`src/rtl/i2c_slave_regfile.sv`:
```
`default_nettype none
// ============================================================================
// Module   : i2c_slave_regfile
// Brief    : SMBus-style byte register file behind an I2C slave byte stream,
//            with a local fabric read/write port and an I2C write-notify strobe.
// Revision : 1.0
// ============================================================================
module i2c_slave_regfile #(
    parameter int unsigned                  ADDR_WIDTH = 4,
    parameter logic [(2**ADDR_WIDTH)-1:0]   RO_MASK    = '0
) (
    input  logic                  clk,
    input  logic                  rst,
    input  logic [7:0]            s_axis_tdata,
    input  logic                  s_axis_tvalid,
    output logic                  s_axis_tready,
    input  logic                  s_axis_tlast,
    output logic [7:0]            m_axis_tdata,
    output logic                  m_axis_tvalid,
    input  logic                  m_axis_tready,
    output logic                  m_axis_tlast,
    input  logic                  bus_addressed,
    input  logic                  reg_wr_en,
    input  logic [ADDR_WIDTH-1:0] reg_wr_addr,
    input  logic [7:0]            reg_wr_data,
    input  logic [ADDR_WIDTH-1:0] reg_rd_addr,
    output logic [7:0]            reg_rd_data,
    output logic                  i2c_wr_valid,
    output logic [ADDR_WIDTH-1:0] i2c_wr_addr,
    output logic [7:0]            i2c_wr_data,
    output logic [ADDR_WIDTH-1:0] ptr
);

    localparam int unsigned NUM_REGS = 2**ADDR_WIDTH;
    localparam logic [ADDR_WIDTH-1:0] C_PTR_ONE = ADDR_WIDTH'(1);

    typedef enum logic [0:0] {
        ST_PTR  = 1'b0,
        ST_DATA = 1'b1
    } state_t;

    state_t                  state_q, state_d;
    logic [ADDR_WIDTH-1:0]   ptr_q, ptr_d;
    logic [7:0]              regs_q [NUM_REGS];
    logic [7:0]              regs_d [NUM_REGS];
    logic [7:0]              m_tdata_q, m_tdata_d;
    logic                    m_tvalid_q, m_tvalid_d;
    logic [7:0]              rd_data_q;
    logic                    wr_valid_q, wr_valid_d;
    logic [ADDR_WIDTH-1:0]   wr_addr_q, wr_addr_d;
    logic [7:0]              wr_data_q, wr_data_d;
    logic                    bus_addressed_q;

    logic w_rx;
    logic w_rd_hs;
    logic w_i2c_we;
    logic w_local_hit;

    assign s_axis_tready = ~rst;
    assign w_rx          = s_axis_tvalid & s_axis_tready;
    assign w_rd_hs       = m_tvalid_q & m_axis_tready;
    assign w_local_hit   = reg_wr_en && (reg_wr_addr == ptr_q);

    always_comb begin
        state_d    = state_q;
        ptr_d      = ptr_q;
        wr_valid_d = 1'b0;
        wr_addr_d  = wr_addr_q;
        wr_data_d  = wr_data_q;
        m_tdata_d  = m_tdata_q;
        m_tvalid_d = m_tvalid_q;
        w_i2c_we   = 1'b0;
        for (int i = 0; i < NUM_REGS; i++) begin
            regs_d[i] = regs_q[i];
        end

        // A received byte owns the pointer; a coincident read increment is lost.
        if (w_rx) begin
            if (state_q == ST_PTR) begin
                ptr_d = s_axis_tdata[ADDR_WIDTH-1:0];
                if (!s_axis_tlast) begin
                    state_d = ST_DATA;
                end
            end else begin
                if (!RO_MASK[ptr_q]) begin
                    w_i2c_we   = 1'b1;
                    wr_valid_d = 1'b1;
                    wr_addr_d  = ptr_q;
                    wr_data_d  = s_axis_tdata;
                end
                ptr_d = ptr_q + C_PTR_ONE;
                if (s_axis_tlast) begin
                    state_d = ST_PTR;
                end
            end
        end else if (w_rd_hs) begin
            ptr_d = ptr_q + C_PTR_ONE;
        end

        if (bus_addressed_q && !bus_addressed) begin
            state_d = ST_PTR;
        end

        for (int i = 0; i < NUM_REGS; i++) begin
            if (w_i2c_we && (ptr_q == ADDR_WIDTH'(i))) begin
                regs_d[i] = s_axis_tdata;
            end else if (reg_wr_en && (reg_wr_addr == ADDR_WIDTH'(i))) begin
                regs_d[i] = reg_wr_data;
            end
        end

        // Any event that could stale the holding register forces one reload bubble.
        if (w_rx || w_rd_hs || w_local_hit) begin
            m_tvalid_d = 1'b0;
        end else if (!m_tvalid_q) begin
            m_tdata_d  = regs_q[ptr_q];
            m_tvalid_d = 1'b1;
        end
    end

    always_ff @(posedge clk or posedge rst) begin
        if (rst) begin
            state_q         <= ST_PTR;
            ptr_q           <= '0;
            m_tdata_q       <= '0;
            m_tvalid_q      <= 1'b0;
            rd_data_q       <= '0;
            wr_valid_q      <= 1'b0;
            wr_addr_q       <= '0;
            wr_data_q       <= '0;
            bus_addressed_q <= 1'b0;
            for (int i = 0; i < NUM_REGS; i++) begin
                regs_q[i] <= '0;
            end
        end else begin
            state_q         <= state_d;
            ptr_q           <= ptr_d;
            m_tdata_q       <= m_tdata_d;
            m_tvalid_q      <= m_tvalid_d;
            rd_data_q       <= regs_q[reg_rd_addr];
            wr_valid_q      <= wr_valid_d;
            wr_addr_q       <= wr_addr_d;
            wr_data_q       <= wr_data_d;
            bus_addressed_q <= bus_addressed;
            for (int i = 0; i < NUM_REGS; i++) begin
                regs_q[i] <= regs_d[i];
            end
        end
    end

    assign m_axis_tdata  = m_tdata_q;
    assign m_axis_tvalid = m_tvalid_q;
    assign m_axis_tlast  = 1'b0;
    assign reg_rd_data   = rd_data_q;
    assign i2c_wr_valid  = wr_valid_q;
    assign i2c_wr_addr   = wr_addr_q;
    assign i2c_wr_data   = wr_data_q;
    assign ptr           = ptr_q;

endmodule
`default_nettype wire

```
`config.mk`:
```
export PLATFORM = sky130hd
export DESIGN_NAME = i2c_slave_regfile
export DESIGN_NICKNAME = d
export VERILOG_FILES = /design/src/rtl/i2c_slave_regfile.sv
export SDC_FILE = /design/constraint.sdc
export NUM_CORES = 1
export LEC_CHECK = 0
export ABC_AREA = 1
export CAP_MARGIN = 20
export CORE_ASPECT_RATIO = 2
export CORE_MARGIN = 1
export CORE_UTILIZATION = 61
export DETAILED_ROUTE_END_ITERATION = 16
export GPL_ROUTABILITY_DRIVEN = 0
export PLACE_DENSITY_LB_ADDON = 0.3
export SYNTH_ARGS = -nofsm -noshare
export SYNTH_HDL_FRONTEND = slang
export SYNTH_SLANG_ARGS = --single-unit
export TNS_END_PERCENT = 50
```
`constraint.sdc`:
```
create_clock -name clk -period 5.05 [get_ports clk]
set_input_delay 1.515 -clock clk [delete_from_list [all_inputs] [get_ports clk]]
set_output_delay 1.515 -clock clk [all_outputs]
set_load 0.02 [all_outputs]
```
==> results.py, run 1 <==
metrics = {
    "clocking": {
        "cts_tree": "built",
        "cts_resized": 0,
        "cts.sinks": 164,
        "clk_pin_slew_ns": 0.07,
        "clockBufferDepth": 2,
        "cts_root_buffer": "clkbuf_16",
        "hold_buffers": 0,
        "cts_buffers": 17,
        "post_cts_buffers": 0,
        "h-tree-depth": 4,
        "clock_latency_ns": 0.44,
    },
    "sta": {
        "fmax_ghz": 0.236,
        "final_hold_viol_count": 0,
        "slew_viol_final": 0,
        "relSlewSlack_pct": 24.3,
        "setup-violations-final": 0,
        "worst_slew_pin_slew_ns": 1.13,
        "period_share_pct": 83.8,
        "rsz0062_at_grt": "no",
        "fin_ws_ns": 0.818,
        "fin_hold_ws_ns": 0.488,
        "fin_worst_skew_ns": 0.0142,
        "tns_ns": 0,
        "min_period_ns": 4.23,
    },
    "global_route": {
        "grt-busiest-layer": "met2",
        "grt_start_max_net_pins": 98,
        "grt_first_pass_wirelength_um": 55400,
        "use_met1_pct": 45.9,
        "overflow": 0,
        "gr-usage-met3_pct": 8.56,
        "antenna_found_initial": 0,
        "grt_pass1_vias": 10648,
        "met2_usage_pct": 67.0,
        "grt_usage_pct": 41.5,
    },
    "cells_and_area": {
        "antenna_cells": 0,
        "regArea_um2": 4110,
        "drive_gt1_share_pct": 9.14,
        "multi_input_area_um2": 5260,
        "area_growth_pct": 11.5,
        "fillers": 1332,
        "final_area_um2": 11800,
        "nets": 1510,
    },
    "worst_setup_path": {
        "start_kind": "primary input",
        "rr_worst_depth": 12,
        "end_kind": "primary output",
        "crit_type": "primary input to primary output",
        "crit_arrival_ns": 2.72,
        "required_ns": 3.54,
        "path_max_fanout": 3,
    },
    "min_path": {
        "hold_depth": 2,
        "hold_path.class": "flop to flop",
    },
    "floorplanning": {
        "dieArea_um2": 17900,
        "core_area_um2": 16800,
        "rows": 67,
        "die_x_um": 95.1,
        "start_util_pct": 62.8,
        "ios": 67,
        "die_h_um": 188,
    },
    "place": {
        "postPlaceCellArea_um2": 11200,
        "port_buffers": 65,
        "dp_slack_ns": 0.798,
        "post-dp-hpwl_um": 24300,
    },
    "power": {
        "p_leak_uw": 0.00553,
        "p_total_uw": 6370,
        "ir_drop_mv": 0.540,
        "p_per_area_nw_per_um2": 540,
    },
    "synth": {
        "synth.most_common_cell": "nand2_1",
        "async_flop_share_pct": 100,
        "ys.flop_type": "dfrtp_1",
        "synth_seq_area_share_pct": 38.8,
        "synth-edff-count": 0,
        "synth.net_count": 1502,
        "synth_common_cells": "442 x nand2_1, 247 x nand3_1, 174 x inv_1, 164 x dfrtp_1, 142 x o211ai_1",
        "synth_area_leader_cell": "dfrtp_1",
        "avgSynthCellArea_um2": 7.21,
        "ys_ff_latch": 164,
        "synth_cells": 1467,
        "synth_top_area_share_pct": 38.8,
        "yosysWarnings": 0,
        "synth_area_um2": 10600,
        "synth_area_leaders": "dfrtp_1 39%, nand2_1 16%, nand3_1 12%",
        "synth_cell_types": 36,
    },
    "route": {
        "post_drt_wl_per_cell_um": 21.0,
        "drt.antenna.violating_nets": 0,
        "drtPass1Iterations": 8,
        "dr_total_vias": 10883,
        "via_per_inst": 6.42,
        "drt_iter0_markers": 1241,
        "drc": 0,
        "wl_um": 35500,
    },
    "outcome": {
        "status": "complete, no violations",
    },
    "run": {
        "drv.max_cap_violation_count": 0,
    },
}
cells by family after synthesis:
kind of cell / after synthesis / synth area share (%)
simple gates: 743 / 32.4
buf+inv: 295 / 11.4
other cells: 1 / 0.0355
fa+ha+maj: 4 / 0.473
xor+xnor: 1 / 0.0828
flops: 164 / 38.8
compound gates: 259 / 16.8
layout make-up:
class                      count  share of cell area, %
clock buffer                  17                   3.61
clock inverter                15                   1.64
inverter                     208                   6.85
multi-input combinational   1008                   44.6
sequential                   164                   34.8
tap                          207                   2.20
timing repair buffer          76                   6.26
per-layer routing:
| layer | part of all wire [%] | vias to the layer above |
|---|---|---|
| met5 | 0 | - |
| met4 | 8.4 | 0 |
| met3 | 9.8 | 210 |
| met2 | 49 | 763 |
| met1 | 33 | 5067 |
| li1 | - | 4843 |
stage by stage:
step / std cells / utilization (%)
after floorplan: 1467 / -
after global placement: 1663 / 66.3
after detailed placement: 1663 / 66.3
after CTS: 1695 / 70.0
after global routing: 1695 / 70.0
final: 1695 / 70.0
registers in the layout (all words and copies together), names as in the netlist:
register	count
bus_addressed_q	1
i2c_wr_addr	4
i2c_wr_data	8
i2c_wr_valid	1
m_axis_tdata	8
m_axis_tvalid	1
ptr	4
reg_rd_data	8
regs_q	128
state_q	1
layout by cell type, fill, tap and decap left out, drive strengths merged:
| cell type | netlist | routed |
|---|---|---|
| bufinv | 0 | 3 |
| inv | 198 | 205 |
| ha | 4 | 4 |
| dfrtp | 164 | 164 |
| clkdlybuf4s50 | 0 | 63 |
| buf | 43 | 13 |
| nor3 | 2 | 2 |
| clkinv | 10 | 12 |
| nand3b | 1 | 1 |
| o22ai | 1 | 1 |
| clkbuf | 44 | 17 |
| o221ai | 1 | 1 |
| clkinvlp | 0 | 3 |
| o21ai | 65 | 65 |
| xor2 | 1 | 1 |
| conb | 1 | 1 |
| o211ai | 157 | 157 |
| a21oi | 35 | 35 |
| nand3 | 248 | 248 |
| nand4 | 1 | 1 |
| nor2 | 20 | 20 |
| nand2 | 471 | 471 |
worst max-delay path: stages:
cell and delay (ns):
clkdlybuf4s50_1 0.47, inv_6 0.12, clkdlybuf4s50_1 0.61
path summary, 6_finish.rpt:
check                                start         endpoint  slack, ns
setup / recovery                       rst    s_axis_tready       0.82
hold / removal             m_axis_tdata[5]  m_axis_tdata[5]       0.49
setup reg to reg                    ptr[0]  m_axis_tdata[6]       2.36
hold reg to reg            m_axis_tdata[5]  m_axis_tdata[5]       0.49
max in group asynchronous              rst       regs_q[67]       2.07
min in group asynchronous              rst       regs_q[50]       1.65
where the power goes:
group	internal (uW)	switching, uW
registers	1860	266
clock network	792	591
logic	971	1890
total	3630	2750
No activity file was read; power rests on OpenSTA's default activity.
==> run 2, diff against run 1 <==
--- a/config.mk
+++ b/config.mk
@@ -9,7 +9,7 @@
 export CAP_MARGIN = 20
 export CORE_ASPECT_RATIO = 2
 export CORE_MARGIN = 1
-export CORE_UTILIZATION = 61
+export CORE_UTILIZATION = 55
 export DETAILED_ROUTE_END_ITERATION = 16
 export GPL_ROUTABILITY_DRIVEN = 0
 export PLACE_DENSITY_LB_ADDON = 0.3
==> constraint.sdc (replaced) <==
create_clock -name clk -period 3.74 [get_ports clk]
set_input_delay 1.122 -clock clk [delete_from_list [all_inputs] [get_ports clk]]
set_output_delay 1.122 -clock clk [all_outputs]
set_load 0.02 [all_outputs]
==> run 2 against run 1 <==
  * Routed wire length grew 11%
  * Highest routed layer unchanged
  * Critical path depth is the same
  * Largest power group unchanged
  * Sequential power grew 35%
  * Sequential share of layout area shrank 0.48 points
  * Clock power grew 25%
  * First-iteration DRC count grew 7.7%
  * Via count grew 1.1%
  * Register-to-register slack lost 1.2 ns
  * Total power grew 36%
  * Setup slack lost 0.49 ns
  * Flip-flop and latch count is the same
  * Largest cell class unchanged
==> results.py, run 2 (synthesis gave the netlist of run 1 again) <==
metrics = {
    "clocking": {
        "cts_resized": 0,
        "cts_root_buffer": "clkbuf_16",
        "cts_buffers": 17,
        "post_cts_buffers": 0,
        "clk_pin_slew_ns": 0.06,
        "clockBufferDepth": 2,
        "h-tree-depth": 4,
        "clock_latency_ns": 0.45,
        "hold_buffers": 0,
        "cts_tree": "built",
        "cts.sinks": 164,
    },
    "worst_setup_path": {
        "reg2reg_from": "ptr[0]",
        "required_ns": 2.62,
        "path_max_fanout": 2,
        "cp_top_family": "buffers and inverters",
        "cp_slowest_stage_delay_ns": 0.60,
        "crit_chain": "clkdlybuf4s50_1, inv_6, clkdlybuf4s50_1",
        "slowest_stage": "clkdlybuf4s50_1",
        "cp.depth": 3,
        "critical_path.startpoint": "rst",
        "crit_top_cell": "clkdlybuf4s50_1",
        "r2r_slack_ns": 1.19,
        "rr_worst_depth": 8,
        "crit_end": "s_axis_tready",
        "start_kind": "primary input",
        "crit_type": "primary input to primary output",
        "end_kind": "primary output",
        "critPathBufInv": 3,
        "crit_arrival_ns": 2.29,
        "worstReg2RegEnd": "regs_q[70]",
    },
    "cells_and_area": {
        "drive_gt1_share_pct": 10.1,
        "largest_reg_flops": 128,
        "nets": 1527,
        "area_growth_pct": 13.1,
        "final_common_cell": "nand2_1",
        "fillers": 1684,
        "antenna_cells": 0,
        "final_area_um2": 12000,
        "mostFrequentLayoutCells": "442 x nand2_1, 247 x nand3_1, 174 x inv_1, 163 x dfrtp_1, 142 x o211ai_1",
        "largest_register": "regs_q",
    },
    "route": {
        "drt.antenna.violating_nets": 0,
        "post_drt_wl_per_cell_um": 22.3,
        "drt_iter0_markers": 1337,
        "dr_total_vias": 10999,
        "via_per_inst": 6.25,
        "drc": 0,
        "drtPass1Iterations": 8,
        "wl_um": 39300,
    },
    "sta": {
        "fin_hold_ws_ns": 0.488,
        "worst_slew_pin_slew_ns": 1.16,
        "fin_ws_ns": 0.329,
        "final_hold_viol_count": 0,
        "rsz0062_at_grt": "no",
        "min_period_ns": 3.41,
        "fmax_ghz": 0.293,
        "tns_ns": 0,
        "period_share_pct": 91.2,
        "relSlewSlack_pct": 22.7,
        "fin_worst_skew_ns": 0.0104,
        "slew_viol_final": 0,
        "setup-violations-final": 0,
    },
    "floorplanning": {
        "ios": 67,
        "rows": 71,
        "core_area_um2": 18800,
        "die_x_um": 100,
        "start_util_pct": 56.2,
        "die_h_um": 198,
        "dieArea_um2": 19800,
    },
    "run": {
        "drv.max_cap_violation_count": 0,
    },
    "place": {
        "dp_slack_ns": 0.297,
        "port_buffers": 65,
        "post-dp-hpwl_um": 26500,
        "postPlaceCellArea_um2": 11400,
    },
    "global_route": {
        "overflow": 0,
        "grt_usage_pct": 41.3,
        "grt_start_max_net_pins": 106,
        "antenna_found_initial": 0,
        "grt_first_pass_wirelength_um": 59700,
        "grt_pass1_vias": 10391,
    },
    "outcome": {
        "status": "complete, no violations",
    },
    "min_path": {
        "hold_path.class": "flop to flop",
        "hold_depth": 2,
    },
    "power": {
        "p_total_uw": 8630,
        "ir_drop_mv": 0.638,
        "p_per_area_nw_per_um2": 722,
        "p_leak_uw": 0.00560,
    },
}
-- run 2: changes by cell type in the layout (fill, tap and decap cells not counted), sizes merged --
cell,change
clkinvlp,+1
bufinv,-2
buf,+17
inv,-7
clkinv,+4
clkbuf,+3
-- run 2: worst min-delay path by stage --
stage	start	to	slack [ns]
2_1_floorplan	regs_q[0]	regs_q[0]	0.47
3_3_place_gp	m_axis_tdata[4]	m_axis_tdata[4]	0.47
3_5_place_dp	m_axis_tdata[1]	m_axis_tdata[1]	0.47
4_1_cts	m_axis_tdata[1]	m_axis_tdata[1]	0.48
5_1_grt	i2c_wr_data[4]	i2c_wr_data[4]	0.51
6_report	m_axis_tdata[1]	m_axis_tdata[1]	0.49
-- run 2: cell type report --
type	instances	area, um^2	share of cell area (%)
flip-flops and latches	164	4110	34.3
clock inverters	11	105	0.879
multi-input cells	1008	5260	44.0
well taps	255	319	2.67
inverters	208	808	6.76
repair buffers	93	891	7.45
clock buffers	20	467	3.90
-- run 2: worst register-to-register path, stage by stage, from the launching register on --
cell and delay (ns):
dfrtp_2 0.38, buf_4 0.69, ha_1 0.29, inv_1 0.09, nor2_4 0.25, nand2_1 0.25, inv_1 0.29, nand2_1 0.09
o211ai_1 0.13
-- run 2: metrics by stage --
step | cells | util, %
after global routing | 1759 | 63.5
final | 1759 | 63.5
after detailed placement | 1728 | 60.5
after global placement | 1728 | 60.5
after floorplan | 1467 | -
after CTS | 1759 | 63.5
-- run 2: metal layers --
metal,vias to the layer above,part of all wire (%),GRT usage [%]
li1,4882,-,-
met1,5067,33,47.9
met2,785,48,66.4
met3,265,9.4,7.13
met4,0,9.4,33.8
met5,-,0,0
-- run 2: power breakdown --
| part | internal [uW] | total, uW | leakage (uW) | switching (uW) |
|---|---|---|---|---|
| clock | 966 | 1730 | 0.000270 | 768 |
| combinational | 1330 | 4030 | 0.00335 | 2690 |
| sequential | 2510 | 2870 | 0.00198 | 357 |
| total | 4810 | 8630 | 0.00560 | 3820 |
